===== config.mk =====
export PLATFORM = sky130hd
export DESIGN_NAME = usb_fifo_reader
export DESIGN_NICKNAME = d
export VERILOG_FILES = /design/src/rtl/usb_fifo_reader.sv
export SDC_FILE = /design/constraint.sdc
export NUM_CORES = 1
export LEC_CHECK = 0
export ABC_CLOCK_PERIOD_IN_PS = 8800
export BUFFER_PORTS_ARGS = -buffer_cell sky130_fd_sc_hd__buf_2
export CORE_ASPECT_RATIO = 2
export CORE_UTILIZATION = 55
export CTS_CLUSTER_DIAMETER = 120
export DETAILED_ROUTE_END_ITERATION = 16
export PLACE_DENSITY_LB_ADDON = 0.25
export SYNTH_ARGS = -nofsm -noshare
export SYNTH_HDL_FRONTEND = slang
export SYNTH_SLANG_ARGS = --single-unit

===== constraint.sdc =====
create_clock -name CLK -period 8.8 [get_ports CLK]
set_input_delay 0.44 -clock CLK [delete_from_list [all_inputs] [get_ports CLK]]
set_output_delay 0.44 -clock CLK [all_outputs]
set_load 0.01 [all_outputs]

===== src/rtl/usb_fifo_reader.sv =====
// Burst reader for an FT-style USB FIFO chip: drives OE_N/RD_N and captures
// {BE,DATA} into a small receive buffer that a ready/valid consumer drains.
module usb_fifo_reader #(
   parameter int DEPTH      = 8,
   parameter int START_FREE = 4
) (
   input  logic        CLK,
   input  logic        RST,
   input  logic        RXF_N,
   output logic        OE_N,
   output logic        RD_N,
   input  logic [15:0] DATA,
   input  logic [1:0]  BE,
   output logic [15:0] out_data,
   output logic [1:0]  out_be,
   output logic        out_valid,
   input  logic        out_ready,
   output logic [15:0] word_count,
   output logic        busy
);

   localparam int AW = $clog2(DEPTH);
   localparam int CW = AW + 1;

   typedef enum logic [1:0] {IDLE, OE, READ, STOP} state_t;

   state_t          state_q;
   logic            oeN_q;
   logic            rdN_q;
   logic [AW-1:0]   wrPtr_q;
   logic [AW-1:0]   wrPtr_d;
   logic [AW-1:0]   rdPtr_q;
   logic [AW-1:0]   rdPtr_d;
   logic [CW-1:0]   count_q;
   logic [CW-1:0]   count_d;
   logic [15:0]     wordCount_q;
   logic [15:0]     wordCount_d;
   logic [CW-1:0]   freeNow;
   logic [CW-1:0]   freeAfter;
   logic            full;
   logic            capture;
   logic            push;
   logic            pop;
   logic [17:0]     mem [DEPTH];

   // A capture while full is only accepted if the head leaves on the same edge.
   always_comb begin
      full        = (count_q == CW'(DEPTH));
      capture     = !rdN_q && !RXF_N;
      pop         = (count_q != '0) && out_ready;
      push        = capture && (!full || pop);
      wrPtr_d     = wrPtr_q;
      rdPtr_d     = rdPtr_q;
      count_d     = count_q;
      wordCount_d = wordCount_q;
      if (push) begin
         wrPtr_d     = wrPtr_q + 1'b1;
         wordCount_d = wordCount_q + 16'd1;
      end
      if (pop) begin
         rdPtr_d = rdPtr_q + 1'b1;
      end
      case ({push, pop})
         2'b10:   count_d = count_q + 1'b1;
         2'b01:   count_d = count_q - 1'b1;
         default: count_d = count_q;
      endcase
      freeNow   = CW'(DEPTH) - count_q;
      freeAfter = CW'(DEPTH) - count_d;
   end

   always_ff @(posedge CLK) begin
      if (RST) begin
         wrPtr_q     <= '0;
         rdPtr_q     <= '0;
         count_q     <= '0;
         wordCount_q <= '0;
      end else begin
         wrPtr_q     <= wrPtr_d;
         rdPtr_q     <= rdPtr_d;
         count_q     <= count_d;
         wordCount_q <= wordCount_d;
      end
   end

   always_ff @(posedge CLK) begin
      if (push && !RST) begin
         mem[wrPtr_q] <= {BE, DATA};
      end
   end

   // Bursts end while two entries remain free, which covers the words the
   // chip may still present before RD_N deasserts.
   always_ff @(posedge CLK) begin
      if (RST) begin
         state_q <= IDLE;
         oeN_q   <= 1'b1;
         rdN_q   <= 1'b1;
      end else begin
         case (state_q)
            IDLE: begin
               if (!RXF_N && (freeNow >= CW'(START_FREE))) begin
                  oeN_q   <= 1'b0;
                  state_q <= OE;
               end
            end
            OE: begin
               rdN_q   <= 1'b0;
               state_q <= READ;
            end
            READ: begin
               if (RXF_N || (freeAfter <= CW'(2))) begin
                  rdN_q   <= 1'b1;
                  oeN_q   <= 1'b1;
                  state_q <= STOP;
               end
            end
            STOP: begin
               oeN_q   <= 1'b1;
               rdN_q   <= 1'b1;
               state_q <= IDLE;
            end
            default: begin
               oeN_q   <= 1'b1;
               rdN_q   <= 1'b1;
               state_q <= IDLE;
            end
         endcase
      end
   end

   assign OE_N       = oeN_q;
   assign RD_N       = rdN_q;
   assign out_data   = mem[rdPtr_q][15:0];
   assign out_be     = mem[rdPtr_q][17:16];
   assign out_valid  = (count_q != '0);
   assign word_count = wordCount_q;
   assign busy       = (state_q != IDLE);

endmodule


* Word-level counts from Yosys, hierarchy flattened
Memories as Yosys holds them, arrays and structs flattened. A register that Yosys moved wholly into a read port is not among the register bits.
Index checks and enable logic that the tools add are counted.
** Word-level totals
- Register bits :: 30
- Memory bits (writable) :: 144
- Input port bits :: 22
- Output and inout bits :: 38
- Word-level logic and storage cells :: 56
- Memories kept :: 1
** Memories
- mem :: depth 8, width 18, read ports 1, clocked after memory_dff 1, wr ports 1, line 44 : logic [17:0] mem [DEPTH];
** Cells by class
- Add/sub/neg operators :: 7
- Magnitude comparators :: 2
- Equality and inequality tests :: 8
- Mux-type cells :: 12
- Reduce and logical (&&, ||, !) cells :: 19
** Operator list (number)
- adder 16 x 1 -> 16 bit, second input constant :: 1
- case mux 2 bit (4 select lines) :: 1
- case mux 4 bit (2 select lines) :: 1
- subtractor 4 bit, first input constant :: 2
- adder 3 x 1 -> 3 bit, second input constant :: 2
- == test 2 bit, second input constant :: 3
- two-way mux 3 bit :: 2
- case mux 1 bit (3 select lines) :: 2
- nonzero test 3 bit :: 2
- logical AND 1 bit :: 5
- adder 4 x 1 -> 4 bit, second input constant :: 1
- == test 2 x 1 -> 1 bit, second input constant :: 2
- == test 4 bit, second input constant :: 1
- >= comparator 4 x 3 -> 1 bit, second input constant :: 1
- <= comparator 4 x 2 -> 1 bit, second input constant :: 1
- logical NOT 1 bit :: 4
- two-way mux 1 bit :: 4
- two-way mux 2 bit :: 2
- inequality test 2 bit, second input constant :: 2
- AND reduction 2 bit :: 2
- nonzero test 4 bit :: 1
- subtractor 4 x 1 -> 4 bit, second input constant :: 1
- AND reduction 3 bit :: 1
- logical NOT 2 bit :: 1
- 2 further kinds :: 3

* Longest topological paths before layout
- Depth after elaboration :: 11
- Depth in mapped cells :: 16

* Least setup slack after synthesis
No wires, ideal clock.
- Path kind :: input port to flip-flop
- From :: in RXF_N
- To :: mem mem[4][0], enable pin
- Arrival :: 3585 ps
- Data required time :: 8361 ps
- Setup slack :: 4776 ps
- Stages :: 7
- Buffers on the path :: 3
- Cell sequence :: or2_0 > buf_2 > clkbuf_1 > a31oi_1 > clkbuf_1 > nand2_1 > nor4_1
** Between the ends
- Cells in the longest elaborated chain, start to end :: 6
** RTL lines
- start, declared :: line 9 : input logic RXF_N,
- logical NOT 1 bit :: line 49 : capture = !rdN_q && !RXF_N;
- logical AND 1 bit :: line 49
- logical AND 1 bit :: line 51 : push = capture && (!full || pop);
- logical AND 1 bit :: line 87 : if (push && !RST) begin
- two-way mux 1 bit :: line 87
- two-way mux 1 bit (not written as such) :: line 88 : mem[wrPtr_q] <= {BE, DATA};
- end, declared :: line 44
No other way between the ends.

* Final worst setup path
- From :: reg rdN_q (netlist: RD_N)
- To :: reg oeN_q (netlist: OE_N)
** Between the ends
- Cells in the longest elaborated chain, start to end :: 10
- Elaborated cells on any way between the ends :: 11
- Classes of those cells :: add/sub (1); order compare (1); eq/ne (3); mux (1); reduce/logical (5)
** RTL lines
- start, declared :: line 29 : logic rdN_q;
- start signal, assigned :: line 98 : rdN_q <= 1'b1;
- start signal, assigned :: line 108 : rdN_q <= 1'b0;
- start signal, assigned :: line 113 : rdN_q <= 1'b1;
- logical NOT 1 bit * :: line 49
- logical AND 1 bit * :: line 49
- logical AND 1 bit * :: line 51
- == test 2 x 1 -> 1 bit or == test 2 bit (tied branches) :: line 63 : case ({push, pop})
- case mux 4 bit (2 select lines) * :: line 63
- subtractor 4 bit * :: line 69 : freeAfter = CW'(DEPTH) - count_d;
- <= comparator 4 x 2 -> 1 bit * :: line 112 : if (RXF_N || (freeAfter <= CW'(2))) begin
- logical OR 1 bit * :: line 112
- inequality test 2 bit (no source line) *
- AND reduction 3 bit (no source line) *
- end signal, assigned :: line 114 : oeN_q <= 1'b1;
- end signal, assigned :: line 119 : oeN_q <= 1'b1;
- end signal, assigned :: line 124 : oeN_q <= 1'b1;
- end, declared :: line 28 : logic oeN_q;
Mark *: on every way between the ends. The rest lies on a longest branch, timed or not.
A chain may end at the register's enable or synchronous reset.

==> out/qor.yml <==
status: "completed"
powerDensity_mw_per_mm2: 260
cts_hold_buf: 0
leakage_uw: 0.00283
synth_edf_count: 144
htreeDepth: 4
synth_most_common_cell: "edfxtp_1"
crit_type: "flop to flop"
die_height_um: 165
cp.required_ns: 9.15
async_flop_share: 0
grt_pass1_wl_um: 21300
ir_drop_mv: 0.177
grt_pass1_vias: 4151
clock_latency_ns: 0.42
synth_area_leaders: "edfxtp_1 (59%), mux4_2 (11%), dfxtp_1 (9.1%), mux2_2 (2.8%), ha_1 (1.9%)"
synthFlopType: "edfxtp_1"
period_needed_ns: 4.14
syn_to_final_growth_pct: 15.2
whs_path_depth: 1
core_area_mm2: 0.0129
yosysSeqAreaShare: 0.686
rows: 59
ant_nets: 0
routed_wirelength_um: 13400
cp_max_fo: 14
hold_start: "BE[1]"
route.detailed.drc: 0
clk_pin_slew_ns: 0.07
drt_iter0_markers: 236
overflow: 0
ys_top_cells_by_count: "edfxtp_1 (144), mux4_2 (36), nor2_1 (35)"
synth_fp_nets: 465
finClkSkew_ns: 0.0149
start_util: 0.563
fillers: 910
reg2reg_setup_slack_ns: 4.66
min_to: "mem[7][17]$_DFFE_PP_"
viasPerCell: 6.01
cp-start-kind: "flop"
rsz0062_at_grt: "false"
postSynthAreaPerCell_um2: 16.9
yosysTopAreaCell: "edfxtp_1"
slew_violations: 0
place_hpwl_um: 8400
grt_max_degree: 37
drt_pre_antenna_iters: 4
cts_sinks: 177
antenna_found_initial: 0
power_uw: 2170
cts_root_buffer: "clkbuf_16"
cts_setup_buffers: 0
placement.io_buffers: 59
stdcell_area_mm2: 0.00837
reg2reg_to: "OE_N$_SDFFE_PP1P_"
die-area_mm2: 0.0137
r2r-start: "RD_N$_SDFFE_PP1P_"
synth_top_area_frac: 0.595
routedWlPerCell_um: 20.2
hold_viol_final: 0
synthDistinctLibCells: 54
ioPinCount: 60
vias: 4000
dpl-instance-area_mm2: 0.00780
max_freq_mhz: 242
period_share: 0.470
drive_gt1_frac: 0.327
finalSetupViolCount: 0
grt_util_all_layers: 0.210
synth_area_mm2: 0.00727
stdcell_count: 666
hp-class: "input port to flop"
syn_inst: 431
ys_ff_latch: 177
critical_path.endpoint_type: "flop"
fin_nets: 535
die_x_um: 83.3
clock_path_buffers: 2
relSlewSlack: 0.303
place.gp.congestion: 0.837
cts_buffers: 17
dp_cells: 634
critPathArrivalTime_ns: 4.48
drv_cap: 0
yosys_warnings: 0
timing_worst_slew_pin_value_ns: 1.04
cts_tree: "done"
finalSetupTns_ns: 0
cts_resized: 0
reg2regPathDepth: 13
diodes: 0
==> layout by cell type (no fill, tap or decap), types with 16 or more instances in the layout <==
cell | Yosys | routed
mux4_2 | 36 | 36
edfxtp_1 | 144 | 144
nand2_1 | 16 | 16
mux2_2 | 18 | 18
dfxtp_1 | 33 | 32
nor2_1 | 35 | 35
buf_2 | 2 | 59
clkbuf_16 | 0 | 17
==> kinds of logic after synthesis <==
group / synth area share
DFF: 0.686
and+or+nand+nor: 0.0718
muxes: 0.144
AOI/OAI and AO/OA: 0.0403
buffers and inverters: 0.0164
xor gates and xnor gates: 0.0205
adders and majority gates: 0.0217
==> cell type report <==
type | instances | area, µm² | area share
clock buffers | 18 | 429 | 0.0513
clock inverters | 14 | 145 | 0.0173
inverters | 11 | 41.3 | 0.00493
multi-input cells | 224 | 2200 | 0.263
flip-flops and latches | 177 | 4990 | 0.596
well taps | 152 | 190 | 0.0227
repair buffers | 70 | 378 | 0.0451
==> through the flow <==
stage	hold slack (ns)	util	setup slack [ns]
after floorplan	0.452	-	4.78
after global placement	0.466	0.603	4.75
after detailed placement	0.477	0.603	4.62
after CTS	0.262	0.648	4.70
after global routing	0.270	0.648	4.24
final	0.273	0.648	4.66
==> power by group <==
part	internal (µW)	switching [µW]	leakage, µW
logic	238	263	0.000984
registers	934	29.6	0.00156
clock network	377	331	0.000280
==> critical path: stages (launching register included) <==
cell and delay [ns]:
dfxtp_1 0.48, or2_0 0.60, nand3_1 0.23, fa_1 0.58
nor4_1 0.07, a221oi_1 0.33, o311a_1 0.32, ha_1 0.26
nand2b_1 0.09, nand2_1 0.05, or4_1 0.42, or2_1 0.24
o221a_1 0.24, a41oi_2 0.15
==> worst max-delay path by stage <==
stage          slack [ns]               from                 endpoint  cells past startpoint
2_1_floorplan        4.78              RXF_N      mem[4][0]$_DFFE_PP_                      7
6_report             4.66  RD_N$_SDFFE_PP1P_        OE_N$_SDFFE_PP1P_                     13
3_3_place_gp         4.75              RXF_N        OE_N$_SDFFE_PP1P_                     14
5_1_grt              4.24  RD_N$_SDFFE_PP1P_  state_q[0]$_SDFFE_PP0P_                     13
4_1_cts              4.70  RD_N$_SDFFE_PP1P_        OE_N$_SDFFE_PP1P_                     13
3_5_place_dp         4.62              RXF_N        OE_N$_SDFFE_PP1P_                     14
==> state kept, by name, indices dropped and copies added, names as in the netlist, named ones only <==
signal	count
RD_N	1
count_q	4
mem	144
word_count	16
rdPtr_q	3
state_q	2
OE_N	1
wrPtr_q	3
==> layer usage <==
metal	track usage	wire, µm	vias up
met5	0	0	-
met4	0.0737	196	0
met3	0.0470	529	14
met2	0.399	7790	104
met1	0.226	4920	2028
li1	-	-	1854
Power figures use the tool's default switching activity.
